==> src/rtl/fpnew_rr_issue_arbiter_pkg.sv <==
// Shared types for the FPU issue arbiter: requester index sizing and
// protocol-error cause encoding.
package fpnew_arb_pkg;

    function automatic int unsigned idx_width(input int unsigned n);
        return (n > 1) ? $clog2(n) : 1;
    endfunction

    localparam int unsigned NUM_REQ = 4;

    typedef logic [idx_width(NUM_REQ)-1:0] req_idx_t;

    typedef enum logic [1:0] {
        ERR_NONE       = 2'd0,
        ERR_LOCK_DROP  = 2'd1,  // locked requester withdrew valid before ready
        ERR_ORPHAN_RES = 2'd2   // result arrived with no issued ID outstanding
    } err_cause_e;

endpackage

==> src/rtl/fpnew_rr_issue_arbiter_if.sv <==
// Requester-side and unit-side handshakes of the issue arbiter.
interface fpnew_rr_issue_arbiter_if #(
    parameter int unsigned NumReq    = 4,
    parameter int unsigned DataWidth = 64,
    parameter int unsigned ResWidth  = 64
);
    localparam int unsigned IdxW = fpnew_arb_pkg::idx_width(NumReq);

    logic [NumReq-1:0]           req_valid_i;
    logic [NumReq-1:0]           req_ready_o;
    logic [NumReq*DataWidth-1:0] req_data_i;
    logic                        unit_valid_o;
    logic                        unit_ready_i;
    logic [DataWidth-1:0]        unit_data_o;
    logic [IdxW-1:0]             unit_id_o;
    logic                        unit_res_valid_i;
    logic                        unit_res_ready_o;
    logic [ResWidth-1:0]         unit_res_data_i;
    logic [NumReq-1:0]           resp_valid_o;
    logic [NumReq-1:0]           resp_ready_i;
    logic [ResWidth-1:0]         resp_data_o;
    logic                        busy_o;
    logic                        err_o;

    modport slave (
        input  req_valid_i, req_data_i, unit_ready_i, unit_res_valid_i,
               unit_res_data_i, resp_ready_i,
        output req_ready_o, unit_valid_o, unit_data_o, unit_id_o,
               unit_res_ready_o, resp_valid_o, resp_data_o, busy_o, err_o
    );

    modport master (
        output req_valid_i, req_data_i, unit_ready_i, unit_res_valid_i,
               unit_res_data_i, resp_ready_i,
        input  req_ready_o, unit_valid_o, unit_data_o, unit_id_o,
               unit_res_ready_o, resp_valid_o, resp_data_o, busy_o, err_o
    );

endinterface

==> src/rtl/fpnew_rr_issue_arbiter_id_fifo.sv <==
// In-order FIFO of issued requester IDs; registered head, flush has priority.
module fpnew_arb_id_fifo #(
    parameter int unsigned Depth = 4,
    parameter int unsigned Width = 2
) (
    input  logic                       clk_i,
    input  logic                       rst_i,
    input  logic                       flush_i,
    input  logic                       push,
    input  logic                       pop,
    input  logic [Width-1:0]           data,
    output logic [Width-1:0]           head,
    output logic                       full,
    output logic                       empty,
    output logic [$clog2(Depth+1)-1:0] count
);
    localparam int unsigned PtrW = (Depth > 1) ? $clog2(Depth) : 1;
    localparam int unsigned CntW = $clog2(Depth+1);

    logic [Width-1:0] mem [Depth];
    logic [PtrW-1:0]  rd_ptr, wr_ptr;
    logic             do_push, do_pop;

    assign full    = (count == CntW'(Depth));
    assign empty   = (count == '0);
    assign head    = mem[rd_ptr];
    assign do_push = push & ~full & ~flush_i;
    assign do_pop  = pop & ~empty & ~flush_i;

    function automatic logic [PtrW-1:0] wrap_inc(input logic [PtrW-1:0] p);
        return (p == PtrW'(Depth-1)) ? '0 : p + PtrW'(1);
    endfunction

    always_ff @(posedge clk_i) begin
        if (rst_i || flush_i) begin
            rd_ptr <= '0;
            wr_ptr <= '0;
            count  <= '0;
        end else begin
            if (do_push) wr_ptr <= wrap_inc(wr_ptr);
            if (do_pop)  rd_ptr <= wrap_inc(rd_ptr);
            case ({do_push, do_pop})
                2'b10:   count <= count + CntW'(1);
                2'b01:   count <= count - CntW'(1);
                default: count <= count;
            endcase
        end
    end

    always_ff @(posedge clk_i) begin
        if (do_push) mem[wr_ptr] <= data;
    end

endmodule

==> src/rtl/fpnew_rr_issue_arbiter.sv <==
// Round-robin issue arbiter sharing one in-order FPU unit; an ID FIFO
// routes each result back to the requester that issued it.
module fpnew_rr_issue_arbiter
    import fpnew_arb_pkg::*;
#(
    parameter int unsigned NumReq      = 4,
    parameter int unsigned MaxInflight = 4,
    parameter int unsigned DataWidth   = 64,
    parameter int unsigned ResWidth    = 64
) (
    input logic                     clk_i,
    input logic                     rst_i,
    input logic                     flush_i,
    fpnew_rr_issue_arbiter_if.slave bus
);
    localparam int unsigned IdxW = idx_width(NumReq);

    logic [IdxW-1:0]      ptr_q, lock_idx_q, grant, head;
    logic                 lock_q, err_q, found;
    logic                 full, empty, unit_valid, issue, stall, pop, valid_drop, orphan;
    logic [DataWidth-1:0] unit_data;
    logic [$clog2(MaxInflight+1)-1:0] count;
    err_cause_e           cause;

    // Rotating priority scan starting at ptr; a held lock overrides it.
    always_comb begin
        grant = ptr_q;
        found = 1'b0;
        if (lock_q) begin
            grant = lock_idx_q;
        end else begin
            for (int k = 0; k < NumReq; k++) begin
                if (!found && bus.req_valid_i[IdxW'((int'(ptr_q) + k) % NumReq)]) begin
                    grant = IdxW'((int'(ptr_q) + k) % NumReq);
                    found = 1'b1;
                end
            end
        end
    end

    always_comb begin
        unit_data = '0;
        for (int i = 0; i < NumReq; i++) begin
            if (grant == IdxW'(i)) unit_data = bus.req_data_i[i*DataWidth +: DataWidth];
        end
    end

    assign unit_valid = bus.req_valid_i[grant] & ~full & ~rst_i;
    assign issue      = unit_valid & bus.unit_ready_i & ~flush_i;
    assign stall      = unit_valid & ~bus.unit_ready_i;
    assign valid_drop = lock_q & ~bus.req_valid_i[lock_idx_q];
    assign orphan     = bus.unit_res_valid_i & empty;

    assign bus.unit_valid_o = unit_valid;
    assign bus.unit_data_o  = unit_data;
    assign bus.unit_id_o    = grant;

    always_comb begin
        bus.req_ready_o  = '0;
        bus.resp_valid_o = '0;
        for (int i = 0; i < NumReq; i++) begin
            bus.req_ready_o[i]  = unit_valid & bus.unit_ready_i & (grant == IdxW'(i));
            bus.resp_valid_o[i] = bus.unit_res_valid_i & ~empty & ~rst_i & (head == IdxW'(i));
        end
    end

    assign bus.unit_res_ready_o = bus.resp_ready_i[head] & ~empty & ~rst_i;
    assign bus.resp_data_o      = bus.unit_res_data_i;
    assign pop                  = bus.unit_res_valid_i & bus.unit_res_ready_o;
    assign bus.busy_o           = (count != '0);
    assign bus.err_o            = err_q;

    always_comb begin
        cause = ERR_NONE;
        if (valid_drop)  cause = ERR_LOCK_DROP;
        else if (orphan) cause = ERR_ORPHAN_RES;
    end

    always_ff @(posedge clk_i) begin
        if (rst_i) begin
            ptr_q      <= '0;
            lock_q     <= 1'b0;
            lock_idx_q <= '0;
            err_q      <= 1'b0;
        end else begin
            if (cause != ERR_NONE) err_q <= 1'b1;
            if (flush_i) begin
                lock_q <= 1'b0;
            end else if (issue) begin
                ptr_q  <= (grant == IdxW'(NumReq-1)) ? '0 : grant + IdxW'(1);
                lock_q <= 1'b0;
            end else if (valid_drop) begin
                lock_q <= 1'b0;
            end else if (stall) begin
                lock_q     <= 1'b1;
                lock_idx_q <= grant;
            end
        end
    end

    fpnew_arb_id_fifo #(
        .Depth (MaxInflight),
        .Width (IdxW)
    ) u_id_fifo (
        .clk_i   (clk_i),
        .rst_i   (rst_i),
        .flush_i (flush_i),
        .push    (issue),
        .pop     (pop),
        .data    (grant),
        .head    (head),
        .full    (full),
        .empty   (empty),
        .count   (count)
    );

endmodule

==> src/flat_wrapper.sv <==
// flat-port wrapper written by rule: the top's interface ports become plain ports
module fpnew_rr_issue_arbiter_flat import fpnew_arb_pkg::*;
#(
    parameter int unsigned NumReq      = 4,
    parameter int unsigned MaxInflight = 4,
    parameter int unsigned DataWidth   = 64,
    parameter int unsigned ResWidth    = 64
)
  (clk_i, rst_i, flush_i, bus_req_valid_i, bus_req_data_i, bus_unit_ready_i, bus_unit_res_valid_i, bus_unit_res_data_i, bus_resp_ready_i, bus_req_ready_o, bus_unit_valid_o, bus_unit_data_o, bus_unit_id_o, bus_unit_res_ready_o, bus_resp_valid_o, bus_resp_data_o, bus_busy_o, bus_err_o);
  fpnew_rr_issue_arbiter_if #(.NumReq(NumReq), .DataWidth(DataWidth), .ResWidth(ResWidth)) bus_i ();
  input logic clk_i;
  input logic rst_i;
  input logic flush_i;
  input wire logic [$bits(bus_i.req_valid_i)-1:0] bus_req_valid_i;
  input wire logic [$bits(bus_i.req_data_i)-1:0] bus_req_data_i;
  input wire logic [$bits(bus_i.unit_ready_i)-1:0] bus_unit_ready_i;
  input wire logic [$bits(bus_i.unit_res_valid_i)-1:0] bus_unit_res_valid_i;
  input wire logic [$bits(bus_i.unit_res_data_i)-1:0] bus_unit_res_data_i;
  input wire logic [$bits(bus_i.resp_ready_i)-1:0] bus_resp_ready_i;
  output wire logic [$bits(bus_i.req_ready_o)-1:0] bus_req_ready_o;
  output wire logic [$bits(bus_i.unit_valid_o)-1:0] bus_unit_valid_o;
  output wire logic [$bits(bus_i.unit_data_o)-1:0] bus_unit_data_o;
  output wire logic [$bits(bus_i.unit_id_o)-1:0] bus_unit_id_o;
  output wire logic [$bits(bus_i.unit_res_ready_o)-1:0] bus_unit_res_ready_o;
  output wire logic [$bits(bus_i.resp_valid_o)-1:0] bus_resp_valid_o;
  output wire logic [$bits(bus_i.resp_data_o)-1:0] bus_resp_data_o;
  output wire logic [$bits(bus_i.busy_o)-1:0] bus_busy_o;
  output wire logic [$bits(bus_i.err_o)-1:0] bus_err_o;
  assign bus_i.req_valid_i = bus_req_valid_i;
  assign bus_i.req_data_i = bus_req_data_i;
  assign bus_i.unit_ready_i = bus_unit_ready_i;
  assign bus_i.unit_res_valid_i = bus_unit_res_valid_i;
  assign bus_i.unit_res_data_i = bus_unit_res_data_i;
  assign bus_i.resp_ready_i = bus_resp_ready_i;
  assign bus_req_ready_o = bus_i.req_ready_o;
  assign bus_unit_valid_o = bus_i.unit_valid_o;
  assign bus_unit_data_o = bus_i.unit_data_o;
  assign bus_unit_id_o = bus_i.unit_id_o;
  assign bus_unit_res_ready_o = bus_i.unit_res_ready_o;
  assign bus_resp_valid_o = bus_i.resp_valid_o;
  assign bus_resp_data_o = bus_i.resp_data_o;
  assign bus_busy_o = bus_i.busy_o;
  assign bus_err_o = bus_i.err_o;
  fpnew_rr_issue_arbiter #(.NumReq(NumReq), .MaxInflight(MaxInflight), .DataWidth(DataWidth), .ResWidth(ResWidth)) u_core (.clk_i(clk_i), .rst_i(rst_i), .flush_i(flush_i), .bus(bus_i));
endmodule
==> config.mk <==
export PLATFORM = sky130hd
export DESIGN_NAME = fpnew_rr_issue_arbiter_flat
export DESIGN_NICKNAME = d
export VERILOG_FILES = /design/src/rtl/fpnew_rr_issue_arbiter_pkg.sv /design/src/rtl/fpnew_rr_issue_arbiter_if.sv /design/src/rtl/fpnew_rr_issue_arbiter_id_fifo.sv /design/src/rtl/fpnew_rr_issue_arbiter.sv /design/src/flat_wrapper.sv
export SDC_FILE = /design/constraint.sdc
export NUM_CORES = 1
export LEC_CHECK = 0
export BUFFER_PORTS_ARGS = -buffer_cell sky130_fd_sc_hd__buf_2
export CAP_MARGIN = 20
export CORE_AREA = 5 5 180 182
export DETAILED_ROUTE_END_ITERATION = 10
export DIE_AREA = 0 0 185 187
export GPL_TIMING_DRIVEN = 0
export SYNTH_ARGS = -nofsm -noshare
export SYNTH_HDL_FRONTEND = slang
export SYNTH_SLANG_ARGS = --single-unit
export TNS_END_PERCENT = 50
==> constraint.sdc <==
create_clock -name clk_i -period 3.7 [get_ports clk_i]
set_input_delay 0.555 -clock clk_i [delete_from_list [all_inputs] [get_ports clk_i]]
set_output_delay 0.555 -clock clk_i [all_outputs]
set_load 0.02 [all_outputs]
* Yosys cells after proc, flatten, opt, wreduce, memory -nomap -nowiden *
Memories as Yosys holds them, arrays and structs flattened. A register that Yosys moved wholly into a read port is not among the register bits.
Index checks and enable logic that the tools add are counted.

cells by class
  bitwise logic cells = 32
  div/mod/pow operators = 0
  mux-type cells = 38
  $lt $le $gt $ge = 7
  eq/ne operators = 11
  $add $sub $neg = 8
  shift-type cells = 0
  reduce and logical (&&, ||, !) cells = 16
  multipliers = 0

operators by type and width
  operator                                             number
  two-way mux 64 bit                                   4
  AND 1 bit                                            24
  two-way mux 2 bit                                    11
  < comparator 2 x 3 -> 1 bit, second input constant   7
  two-way mux 1 bit                                    15
  binary-select mux 1 bit (select 2 bit)               7
  equality test 2 bit, second input constant           7
  adder 2 x 1 -> 2 bit, second input constant          4
  NOT 1 bit                                            8
  equality test 2 x 1 -> 1 bit, second input constant  3
  case mux 3 bit (2 select lines)                      1
  adder 2 bit, second input constant                   2
  logical NOT 2 bit                                    2
  AND reduction 4 bit                                  1
  nonzero test 2 bit                                   2
  OR reduction 4 bit                                   1
  adder 3 x 1 -> 3 bit, second input constant          1
  equality test 3 bit, second input constant           1
  logical AND 1 bit                                    3
  logical NOT 1 bit                                    3
  logical NOT 3 bit                                    1
  nonzero test 3 bit                                   1
  subtractor 3 x 1 -> 3 bit, second input constant     1
  AND reduction 2 bit                                  1
  logical OR 1 bit                                     1

word-level totals
  logic and storage cells = 120
  bits in read-only memories = 0
  output and inout port bits = 142
  memories = 1
  register bits after elaboration = 13
  bits in latches = 0
  bits in writable memories = 8

memories
  name                  depth  bits a word  rd ports  clocked after memory_dff  wr ports  RTL line                              text
  u_core.u_id_fifo.mem  4      2            1         1                         1         fpnew_rr_issue_arbiter_id_fifo.sv:20  logic [Width-1:0] mem [Depth];

* Depth between registers and ports, before layout *
Gate-level depths: netlist of the first run.

  depth after elaboration = 26
  depth in mapped cells = 15
  depth with buffers taken out = 14

* By module *
A second synthesis of the first run with hierarchy kept.

second synthesis, totals
  cells, all modules = 589
  area, all modules = 3801.1 um^2

modules (own cells, without submodules)
  module                  sequential area each (um^2)  area each (um^2)  cells each  times used
  fpnew_rr_issue_arbiter  120.1                        2990.4            522         1
  fpnew_arb_id_fifo       420.4                        810.8             67          1

* Least setup slack after synthesis of the first run *
No wires, ideal clock.

  path kind = input to output
  start point = input bus_req_valid_i[1]
  end point = output bus_unit_data_o[43]
  required time = 3145 ps
  stages on the path = 13
  slack = -131 ps
  path buffers = 2
  arrival = 3276 ps
  cells stage by stage = or2_2 a21oi_1 nor4_1 a21oi_1 inv_1 ha_1 clkbuf_1 nor2b_1 clkbuf_1 a22oi_1 nor2_1 a21oi_1 o21ai_0

between the ends
  longest elaborated chain between the ends = 21

ends and longest elaborated chain
  what                                     RTL line                      text
  start: declaration                       flat_wrapper.sv:14            input wire logic [$bits(bus_i.req_valid_i)-1:0] bus_req_valid_i;
  binary-select mux 1 bit (select 2 bit)   fpnew_rr_issue_arbiter.sv:33  if (!found && bus.req_valid_i[IdxW'((int'(ptr_q) + k) % NumReq)]) begin
  two-way mux 1 bit (implied by the code)  fpnew_rr_issue_arbiter.sv:33
  two-way mux 1 bit                        fpnew_rr_issue_arbiter.sv:33
  two-way mux 1 bit                        fpnew_rr_issue_arbiter.sv:29  if (lock_q) begin
  logical NOT 1 bit                        fpnew_rr_issue_arbiter.sv:33
  logical AND 1 bit                        fpnew_rr_issue_arbiter.sv:33
  two-way mux 1 bit                        fpnew_rr_issue_arbiter.sv:33
  two-way mux 1 bit                        fpnew_rr_issue_arbiter.sv:29
  [4 not listed]                           -
  logical NOT 1 bit                        fpnew_rr_issue_arbiter.sv:33
  logical AND 1 bit                        fpnew_rr_issue_arbiter.sv:33
  two-way mux 2 bit *                      fpnew_rr_issue_arbiter.sv:33
  two-way mux 2 bit *                      fpnew_rr_issue_arbiter.sv:29
  via bus_unit_id_o[0]                     flat_wrapper.sv:23            output wire logic [$bits(bus_i.unit_id_o)-1:0] bus_unit_id_o;
  logical NOT 2 bit                        fpnew_rr_issue_arbiter.sv:44  if (grant == IdxW'(i)) unit_data = bus.req_data_i[i*DataWidth +: DataWidth];
  two-way mux 64 bit (3 in a row)          fpnew_rr_issue_arbiter.sv:44
  two-way mux 64 bit *                     fpnew_rr_issue_arbiter.sv:44
  end: declaration                         flat_wrapper.sv:22            output wire logic [$bits(bus_i.unit_data_o)-1:0] bus_unit_data_o;

The timed path passes the listed nets; every way through them passes the cells marked *. The select of a mux whose other input is x is not followed.

* Worst setup path after layout of the first run *
  start point = input bus_req_valid_i[0]
  end point = output bus_unit_data_o[27]

between the ends
  longest elaborated chain between the ends = 21

ends and longest elaborated chain
  what                                     RTL line
  binary-select mux 1 bit (select 2 bit)   fpnew_rr_issue_arbiter.sv:33
  two-way mux 1 bit (implied by the code)  fpnew_rr_issue_arbiter.sv:33
  two-way mux 1 bit                        fpnew_rr_issue_arbiter.sv:33
  two-way mux 1 bit                        fpnew_rr_issue_arbiter.sv:29
  logical NOT 1 bit                        fpnew_rr_issue_arbiter.sv:33
  logical AND 1 bit                        fpnew_rr_issue_arbiter.sv:33
  two-way mux 1 bit                        fpnew_rr_issue_arbiter.sv:33
  two-way mux 1 bit                        fpnew_rr_issue_arbiter.sv:29
  [3 not listed]                           -
  two-way mux 1 bit                        fpnew_rr_issue_arbiter.sv:29
  logical NOT 1 bit                        fpnew_rr_issue_arbiter.sv:33
  logical AND 1 bit                        fpnew_rr_issue_arbiter.sv:33
  two-way mux 2 bit *                      fpnew_rr_issue_arbiter.sv:33
  two-way mux 2 bit *                      fpnew_rr_issue_arbiter.sv:29
  logical NOT 2 bit                        fpnew_rr_issue_arbiter.sv:44
  two-way mux 64 bit (3 in a row)          fpnew_rr_issue_arbiter.sv:44
  two-way mux 64 bit *                     fpnew_rr_issue_arbiter.sv:44

Mark *: on every way between the ends. The rest lies on a longest branch, timed or not. The select of a mux whose other input is x is not followed.

==> flow_summary_export.csv, run 1 <==
group,metric,value,unit
status,status,"complete, no violations",
drt,routedWlPerCell,18.3,um
drt,ant_nets,0,
die,rows,64,
setup_path,worstPathMaxFanout,10,
logic_synthesis,yosys_warnings,0,
global_routing,gr-total-overflow,0,
clock_tree,worstSkewPairLatency,260,ps
setup_path,required,3140,ps
clock_tree,cts.path.max_buffers,2,
timing,fmax,0.276,GHz
logic_synthesis,synth_top_area_cell,"a21oi_1",
pwr,p_per_area,308,nW/um2
timing,worst_hold_slack,486,ps
drt,viasPerCell,4.31,
logic_synthesis,synth_top_area_share,14.6,%
logic_synthesis,synth_common_cells,"nor2_1 (122), a21oi_1 (119), nand2_1 (114)",
setup_path,slowest_stage,"ha_4",
pwr,p_seq_share,12.2,%
logic_synthesis,synth_area_leaders,"a21oi_1 (15%), buf_4 (12%), nor2_1 (11%)",
setup_path,cp.arrival,3060,ps
hold_path,hp-class,"register to register",
placement,place_ws,-2020,ps
pwr,clockPowerShare,10.5,%
setup_path,crit_type,"input port to output pin",
die,num_io_pins,475,
die,initial_core_util,13.4,%
timing,finalWorstSetupSlack,80.9,ps
timing,skew,4.82,ps
die,die_w,185,um
global_routing,grt_max_degree,14,
die,fp.dieH,187,um
setup_path,critPathBufInv,6,
timing,hold_violations,0,
logic_synthesis,syn_nets,1033,
setup_path,crit_family,"buffers and inverters",
die,dieArea,34600,um2
final_layout,synthToLayoutAreaGrowth,78.9,%
timing,finalSetupViolCount,0,
pwr,p_leak,3.67,nW
timing,max-slew-margin-rel,44.4,%
logic_synthesis,yosysMostFrequentCell,"nor2_1",
drt,first_pass_iters,4,
placement,portBuffers,410,
final_layout,drive_gt1_share,51.9,%
setup_path,start_kind,"input port",
final_layout,finish.utilization,24.0,%
setup_path,cp_common_cell,"a21oi_1",
clock_tree,cts_root_buf,"clkbuf_16",
logic_synthesis,synthCells,689,
global_routing,grt_pass1_vias,6694,
drt,wl,27700,um
setup_path,crit_path_end_kind,"output pin",
timing,fin_crit_sh,97.8,%
global_routing,antenna_found_initial,1,
drt,drc,0,
clock_tree,htree_levels,1,
setup_path,critPathMaxStageDelay,270,ps
logic_synthesis,synth_seq_cells,23,
clock_tree,cts-hold-fix-buffers,0,
setup_path,crit_chain,"buf_4, nor2b_2, o21ba_4, nor4_4, a21oi_2, buf_6, clkinvlp_4, ha_4, buf_12, clkbuf_4, a21oi_1, nor2_1, a21oi_1, o21ai_1, buf_2",
placement,hpwlAfterDp,23700,um
logic_synthesis,async_flop_share,0,%
logic_synthesis,syn_avg_cell_area,5.93,um2
pwr,intPower,1.09,mW
logic_synthesis,netlist_area,4090,um2
clock_tree,clk_pin_slew,60,ps
logic_synthesis,synth_seq_area_share,13.2,%
timing,worst-slew-pin-transition,831,ps
die,core,30400,um2
clock_tree,cts_tree,"done",
clock_tree,clock_sinks,23,
pwr,swShare,51.8,%
flow_run,max-cap-violations,0,
drt,vias,6526,
drt,dr.first_iter.drc_count,283,
timing,finalCriticalPeriod,3620,ps
logic_synthesis,synth-main-ff-cell,"dfxtp_1",
pwr,ir_drop,0.137,mV
final_layout,fill_cells,3476,
final_layout,final_nets,1462,
pwr,p_sw,1.17,mW
global_routing,grt_pass1_wl,38500,um
pwr,power_frac_comb,77.3,%
placement,gp_congestion,0.906,
timing,drv_slew,0,
clock_tree,cts_buffers,3,
logic_synthesis,synth_edf_count,8,
global_routing,grtUsageTotal,14.4,%
logic_synthesis,ys_types,51,
## repair_timing
action	CTS	global route
gates resized for setup	91	83
setup endpoints to repair	68	62
cloned	0	1
buffers inserted	9	7
pin swaps	3	7
## per-layer routing
layer	track usage, %	vias up	share of wire [%]
li1	-	3147	-
met4	4.63	2	3.2
met3	2.49	38	8.3
met1	16.6	2965	38
met2	26.6	374	50
met5	0	-	0.040
## logic make-up after synthesis
logic type	Yosys count	synth area share [%]
AOI/OAI and AO/OA	234	32.1
and+or+nand+nor	280	29.1
muxes	11	3.80
xor gates and xnor gates	2	0.429
DFF	23	13.2
adders and majority gates	11	3.55
buffers and inverters	128	17.8
## registers in the layout, indices dropped and copies added, names as in the netlist, named ones only
| signal | flops |
|---|---|
| u_core.u_id_fifo.mem | 8 |
| u_core.ptr_q | 2 |
| u_core.u_id_fifo.rd_ptr | 2 |
| u_core.u_id_fifo.count | 3 |
| u_core.bus.err_o | 1 |
| u_core.lock_q | 1 |
| u_core.u_id_fifo.wr_ptr | 2 |
| u_core.lock_idx_q | 2 |
## area by class of cell
type | count | area, um2 | area share [%]
multi-input combinational | 538 | 3000 | 41.0
timing repair buffer | 427 | 2260 | 30.9
buffer | 112 | 876 | 12.0
sequential | 23 | 541 | 7.40
tap | 396 | 495 | 6.78
clock buffer | 3 | 75.1 | 1.03
inverter | 13 | 55.1 | 0.753
clock inverter | 1 | 5.00 | 0.0685
antenna | 2 | 5.00 | 0.0685
## worst register-to-register path: cells and delay by family (launching register included)
family                   cells  cell delay (ps)
AO/OA/AOI/OAI                3              460
buffers and inverters        3              320
XOR/XNOR                     1              150
flip-flops                   1              380
adder cells (fa/ha/maj)      2              610
AND/OR/NAND/NOR              5             1170
## cells in the final DEF, fill, tap and decap left out, types with 4 or more instances in the layout
master,instances
dfxtp_1,15
nand2b_1,6
clkbuf_2,12
clkbuf_16,5
buf_6,9
and2_1,7
a21oi_1,109
a21oi_2,7
nand2_1,114
buf_12,5
or3_1,4
mux2i_1,5
a211oi_1,4
a21oi_4,4
buf_4,91
a22oi_1,20
o21ai_0,37
clkbuf_4,6
nor2b_2,4
nor2_1,118
buf_2,402
inv_1,11
edfxtp_1,8
ha_1,7
o21ai_1,32
clkbuf_8,4
and4_1,4
clkbuf_1,8
## metrics by stage
step | total power, mW | std cells | cell area, um2 | TNS, ps
floorplan | 1.18 | 689 | 4090 | -1160
global placement | 1.83 | 1495 | 6630 | -80900
detailed placement | 1.84 | 1495 | 6630 | -85250
CTS | 2.19 | 1505 | 7070 | -138
global route | 2.41 | 1513 | 7300 | -18.8
finish | 2.25 | 1515 | 7310 | 0
## power by group through the flow
stage	Sequential (mW)	Combinational, mW	Clock (mW)
floorplan	0.279	0.901	0
global placement	0.279	1.55	0
detailed placement	0.280	1.56	0
CTS	0.275	1.68	0.240
global route	0.276	1.88	0.255
finish	0.275	1.74	0.236
## path summary, 6_finish.rpt
path / depth (start not counted) / slack (ps) / from / end
hold / removal: 2 / 490 / u_core.bus.err_o$_SDFFE_PP0P_ / u_core.bus.err_o$_SDFFE_PP0P_
setup reg to reg: 14 / 550 / u_core.lock_q$_SDFFE_PP0P_ / u_core.u_id_fifo.count[2]$_SDFFE_PP0P_
setup / recovery: 15 / 80 / bus_req_valid_i[0] / bus_unit_data_o[27]
hold reg to reg: 2 / 490 / u_core.bus.err_o$_SDFFE_PP0P_ / u_core.bus.err_o$_SDFFE_PP0P_
Note: power is estimated with default switching activity, not from simulation.
==> inputs of run 2 (changes only) <==
--- a/config.mk
+++ b/config.mk
@@ -11,6 +11,7 @@
 export DETAILED_ROUTE_END_ITERATION = 10
 export DIE_AREA = 0 0 185 187
 export GPL_TIMING_DRIVEN = 0
+export SETUP_SLACK_MARGIN = 0.3
 export SYNTH_ARGS = -nofsm -noshare
 export SYNTH_HDL_FRONTEND = slang
 export SYNTH_SLANG_ARGS = --single-unit
==> run 2 against run 1 <==
Against the previous run: power increased by 13%; setup slack improved by 180 ps; critical path depth unchanged; first-iteration DRC count increased by 9.5%; clock-buffer cell count unchanged; clock power decreased by 3%; utilization increased by 2.5 points; via count increased by 0.95%; die area unchanged; largest cell class unchanged.
==> flow_summary_export.csv, run 2 (same netlist as run 1, synthesis figures left out) <==
group,metric,value,unit
setup_path,reg2reg_setup_slack,590,ps
drt,dr.first_iter.drc_count,310,
clock_tree,htree_levels,1,
global_routing,grt_max_degree,14,
die,die_w,185,um
final_layout,final_cell_mix,"buf_2 (380), nand2_1 (114), nor2_1 (109), buf_4 (105), a21oi_1 (81)",
setup_path,rr_endpoint,"u_core.u_id_fifo.count[2]$_SDFFE_PP0P_",
setup_path,critPathMaxStageDelay,410,ps
flow_run,max-cap-violations,0,
timing,rsz0062_at_grt,"true",
timing,max-slew-margin-rel,55.6,%
die,rows,64,
timing,fmax,0.291,GHz
setup_path,crit_path_end_kind,"output pin",
setup_path,reg2regPathDepth,14,
setup_path,crit_chain,"nor2b_4, or3_4, nor2_4, nor2_4, buf_6, ha_4, clkbuf_16, clkbuf_16, buf_12, buf_16, a21oi_2, nor2_1, a21oi_1, o21ai_2, buf_6",
clock_tree,worstSkewPairLatency,250,ps
pwr,p_leak,3.96,nW
setup_path,slowest_stage,"or3_4",
drt,viasPerCell,4.31,
status,status,"complete, no violations",
timing,finalSetupViolCount,0,
global_routing,grtUsageTotal,14.2,%
global_routing,antenna_found_initial,2,
timing,worst-slew-pin-transition,665,ps
drt,first_pass_iters,5,
setup_path,worstPathMaxFanout,7,
clock_tree,cts_buffers,3,
final_layout,largest_reg_flops,8,
setup_path,cp.arrival,2890,ps
timing,finalCriticalPeriod,3440,ps
clock_tree,cts_root_buf,"clkbuf_16",
global_routing,grt_pass1_wl,38400,um
final_layout,reg_top3,"u_core.u_id_fifo.mem x8, u_core.u_id_fifo.count x3",
clock_tree,cts_tree,"done",
placement,hpwlAfterDp,22400,um
hold_path,hp-class,"register to register",
die,dieArea,34600,um2
timing,skew,7.08,ps
final_layout,synthToLayoutAreaGrowth,97.5,%
final_layout,final_common_cell,"buf_2",
global_routing,grt_pass1_vias,6655,
setup_path,crit_type,"register to output pin",
die,core,30400,um2
setup_path,start_kind,"register",
clock_tree,clk_pin_slew,60,ps
clock_tree,clock_sinks,23,
timing,worst_hold_slack,475,ps
pwr,p_per_area,314,nW/um2
setup_path,timing.rr.start,"u_core.ptr_q[1]$_SDFFE_PP0P_",
timing,drv_slew,0,
die,num_io_pins,475,
clock_tree,cts.path.max_buffers,2,
drt,ant_nets,0,
die,initial_core_util,13.4,%
drt,routedWlPerCell,18.0,um
setup_path,required,3140,ps
final_layout,largest_register,"u_core.u_id_fifo.mem",
timing,hold_violations,0,
final_layout,final_nets,1475,
placement,gp_congestion,0.947,
global_routing,gr-total-overflow,0,
die,fp.dieH,187,um
timing,setup_tns,0,ps
pwr,ir_drop,0.250,mV
timing,fin_crit_sh,93.0,%
final_layout,drive_gt1_share,61.3,%
drt,drc,0,
drt,wl,27500,um
setup_path,startpoint,"u_core.lock_q$_SDFFE_PP0P_",
placement,portBuffers,410,
setup_path,critical_path.endpoint,"bus_unit_data_o[29]",
drt,vias,6588,
pwr,power,2.54,mW
## run 2: repair_timing
| item | CTS | global route |
|---|---|---|
| gates cloned | 4 | 0 |
| pin swaps | 15 | 25 |
| resized for setup | 185 | 92 |
| buffers inserted | 16 | 7 |
| endpoints found under the setup margin | 68 | 65 |
| hold buffers | 0 | 0 |
## run 2: where the power goes
| part | switching, mW | leakage [nW] | internal, mW | total, mW |
|---|---|---|---|---|
| registers | 0.00678 | 0.197 | 0.269 | 0.276 |
| clock network | 0.0846 | 0.0409 | 0.145 | 0.230 |
| logic | 1.17 | 3.72 | 0.857 | 2.03 |
## run 2: worst min path at each step
stage	start	to	slack [ps]	cells after the start
2_1_floorplan	u_core.u_id_fifo.rd_ptr[0]$_SDFFE_PP0P_	register	460	2
3_3_place_gp	u_core.bus.err_o$_SDFFE_PP0P_	u_core.bus.err_o$_SDFFE_PP0P_	450	2
3_5_place_dp	u_core.bus.err_o$_SDFFE_PP0P_	u_core.bus.err_o$_SDFFE_PP0P_	470	2
4_1_cts	u_core.bus.err_o$_SDFFE_PP0P_	u_core.bus.err_o$_SDFFE_PP0P_	480	2
5_1_grt	u_core.bus.err_o$_SDFFE_PP0P_	u_core.bus.err_o$_SDFFE_PP0P_	520	2
6_report	u_core.bus.err_o$_SDFFE_PP0P_	u_core.bus.err_o$_SDFFE_PP0P_	470	2
## run 2: cell type report
type                            instances  area (um2)
Multi-Input combinational cell        538        3360
Sequential cell                        23         548
Tap cell                              396         495
Clock inverter                          1        5.00
Buffer                                115        1020
Timing Repair Buffer                  437        2490
Fill cell                            3426       22400
Inverter                               13        58.8
Clock buffer                            3        75.1
Antenna cell                            3        7.51
## run 2: metrics by stage
stage | utilization [%] | cells | setup slack [ps] | cell area [um2]
after floorplan | - | 689 | 298 | 4280
after global placement | 22.4 | 1495 | -1890 | 6820
after detailed placement | 22.4 | 1495 | -1870 | 6820
after CTS | 25.4 | 1519 | 267 | 7730
after global routing | 26.5 | 1528 | 156 | 8070
final | 26.5 | 1529 | 259 | 8070
## run 2: critical path, delay by kind of cell, from the launching register on
kind,cells,cell delay (ps)
DFF,1,360
buffers and inverters,6,900
AOI/OAI and AO/OA,3,360
and+or+nand+nor,5,820
adders and majority gates,1,170
## run 2: metal layers
layer	global-route usage (%)	vias up	part of all wire [%]
li1	-	3185	-
met1	17.1	3014	39
met2	25.9	354	50
met3	2.41	35	8.3
met4	3.78	0	2.8
met5	0	-	0
==> inputs of run 3 (changes only) <==
--- a/config.mk
+++ b/config.mk
@@ -7,10 +7,11 @@
 export LEC_CHECK = 0
 export BUFFER_PORTS_ARGS = -buffer_cell sky130_fd_sc_hd__buf_2
 export CAP_MARGIN = 20
-export CORE_AREA = 5 5 180 182
+export CORE_AREA = 2 2 182 184
 export DETAILED_ROUTE_END_ITERATION = 10
-export DIE_AREA = 0 0 185 187
+export DIE_AREA = 0 0 184 186
 export GPL_TIMING_DRIVEN = 0
+export REMOVE_ABC_BUFFERS = 1
 export SETUP_SLACK_MARGIN = 0.3
 export SYNTH_ARGS = -nofsm -noshare
 export SYNTH_HDL_FRONTEND = slang
==> run 3 against run 2 <==
Against the previous run: die area down 1.1%; design area fell by 15%; largest cell class is now multi-input combinational cells; via count is 8.1% lower; combinational power down 16%; final cell count decreased by 9.6%; clock skew down 4.1 ps; critical endpoint is now bus_unit_data_o[45].
==> flow_summary_export.csv, run 3 (same netlist as run 1, synthesis figures left out) <==
group,metric,value,unit
status,status,"complete, no violations",
setup_path,crit_type,"input port to output pin",
pwr,power_frac_comb,76.6,%
global_routing,antenna_found_initial,0,
setup_path,start_kind,"input port",
hold_path,hp-class,"register to register",
drt,routedWlPerCell,19.7,um
clock_tree,clk_pin_slew,60,ps
timing,finalWorstSetupSlack,314,ps
placement,place_ws,-1420,ps
clock_tree,cts_buffers,3,
final_layout,synthToLayoutAreaGrowth,67.1,%
setup_path,rr_endpoint,"u_core.u_id_fifo.count[2]$_SDFFE_PP0P_",
final_layout,drive_gt1_share,47.2,%
final_layout,largest_register,"u_core.u_id_fifo.mem",
flow_run,max-cap-violations,0,
clock_tree,cts_tree,"done",
pwr,clockPowerShare,10.9,%
final_layout,ff_latch_area,551,um2
die,core,32200,um2
final_layout,largest_reg_flops,8,
drt,ant_nets,0,
timing,finalSetupViolCount,0,
final_layout,final_common_cell,"buf_2",
clock_tree,clock_sinks,23,
timing,setup_tns,0,ps
die,fp.dieH,186,um
pwr,swShare,49.2,%
final_layout,final_cell_mix,"buf_2 (323), nor2_1 (118), nand2_1 (113), a21oi_1 (109), o21ai_0 (50)",
timing,fin_crit_sh,91.5,%
die,rows,66,
drt,drc,0,
final_layout,multi_input_area,3080,um2
setup_path,required,3140,ps
pwr,p_seq_share,12.5,%
hold_path,hold_path_end,"u_core.bus.err_o$_SDFFE_PP0P_",
placement,hpwlAfterDp,18800,um
placement,dp.cells,1333,
final_layout,stdcell_count,1382,
clock_tree,cts.path.max_buffers,2,
die,initial_core_util,12.7,%
timing,rsz0062_at_grt,"true",
timing,worst-slew-pin-transition,522,ps
timing,skew,3.02,ps
setup_path,crit_path_end_kind,"output pin",
clock_tree,worstSkewPairLatency,260,ps
drt,dr.first_iter.drc_count,355,
timing,max-slew-margin-rel,64.8,%
die,dieArea,34200,um2
setup_path,worstPathMaxFanout,8,
setup_path,reg2regPathDepth,14,
timing,drv_slew,0,
setup_path,cp.arrival,2830,ps
pwr,intPower,1.13,mW
drt,viasPerCell,4.38,
timing,hold_violations,0,
final_layout,fill_cells,3620,
clock_tree,cts-hold-fix-buffers,0,
setup_path,timing.rr.start,"u_core.ptr_q[1]$_SDFFE_PP0P_",
hold_path,worst_hold_path.num_cells,2,
global_routing,grt_max_degree,91,
pwr,p_sw,1.09,mW
timing,finalCriticalPeriod,3390,ps
pwr,p_per_area,325,nW/um2
final_layout,num_antenna_cells,0,
pwr,p_leak,3.20,nW
placement,portBuffers,346,
pwr,ir_drop,0.186,mV
clock_tree,htree_levels,1,
drt,vias,6054,
placement,gp_congestion,0.765,
final_layout,reg_top3,"u_core.u_id_fifo.mem x8, u_core.u_id_fifo.count x3",
global_routing,grt_pass1_vias,4993,
setup_path,reg2reg_setup_slack,500,ps
global_routing,grtUsageTotal,13.5,%
hold_path,min_from,"u_core.bus.err_o$_SDFFE_PP0P_",
global_routing,grt_pass1_wl,33500,um
die,num_io_pins,475,
clock_tree,cts_root_buf,"clkbuf_16",
timing,fmax,0.295,GHz
final_layout,final_nets,1319,
global_routing,gr-total-overflow,0,
die,die_w,184,um
drt,wl,27200,um
drt,first_pass_iters,5,
run 3: worst max-delay path by stage:
stage	cells past startpoint	start	endpoint
6_report	15	bus_req_valid_i[3]	bus_unit_data_o[45]
5_1_grt	15	bus_req_valid_i[3]	bus_unit_data_o[42]
3_3_place_gp	13	bus_req_valid_i[3]	bus_unit_data_o[54]
3_5_place_dp	14	bus_req_valid_i[3]	bus_unit_data_o[42]
2_1_floorplan	11	bus_req_valid_i[0]	bus_unit_data_o[42]
4_1_cts	14	bus_req_valid_i[2]	bus_unit_data_o[61]
run 3: worst max-delay path, cell delays in order:
cell and delay (ps):
buf_12 110, or2_4 250, a21oi_4 200, nor4_4 60, a21oi_4 200, ha_4 210, buf_16 120, nor2b_4 230
buf_6 130, buf_8 120, a22oi_2 60, nor2_2 170, a21oi_1 60, o21ai_1 150, buf_4 170
run 3: layout make-up:
type                            count  area share [%]
Timing Repair Buffer              396            37.5
Clock inverter                      1          0.0733
Sequential cell                    23            8.06
Multi-Input combinational cell    538            45.1
Inverter                           13           0.751
Tap cell                          408            7.48
Clock buffer                        3            1.10
run 3: metrics by stage:
stage	area (um2)	total power [mW]	hold WS [ps]	utilization (%)
global route	6830	2.37	512	21.2
floorplan	3410	1.05	459	-
detailed placement	5810	1.61	472	18.0
finish	6830	2.22	484	21.2
global placement	5650	1.58	452	17.5
CTS	6400	2.08	485	19.9
run 3: metal layers:
metal / part of all wire (%) / GRT usage, % / wire length, um
met2: 43 / 19.4 / 11600
met1: 39 / 15.7 / 10500
met4: 2.5 / 3.68 / 675
met5: 1.4 / 8.30 / 372
met3: 15 / 8.96 / 4060
run 3: what timing repair did:
item                       4_1_cts  5_1_grt
setup endpoints to repair       68       65
gates cloned                     3        4
gates resized for setup         57       69
setup buffers                   26       12
pin swaps                        9       17
run 3: power groups by stage:
| stage | Combinational (mW) | Sequential (mW) | Clock (mW) |
|---|---|---|---|
| finish | 1.70 | 0.276 | 0.243 |
| global route | 1.84 | 0.277 | 0.247 |
| CTS | 1.57 | 0.276 | 0.234 |
| detailed placement | 1.33 | 0.282 | 0 |
| global placement | 1.29 | 0.282 | 0 |
| floorplan | 0.770 | 0.281 | 0 |
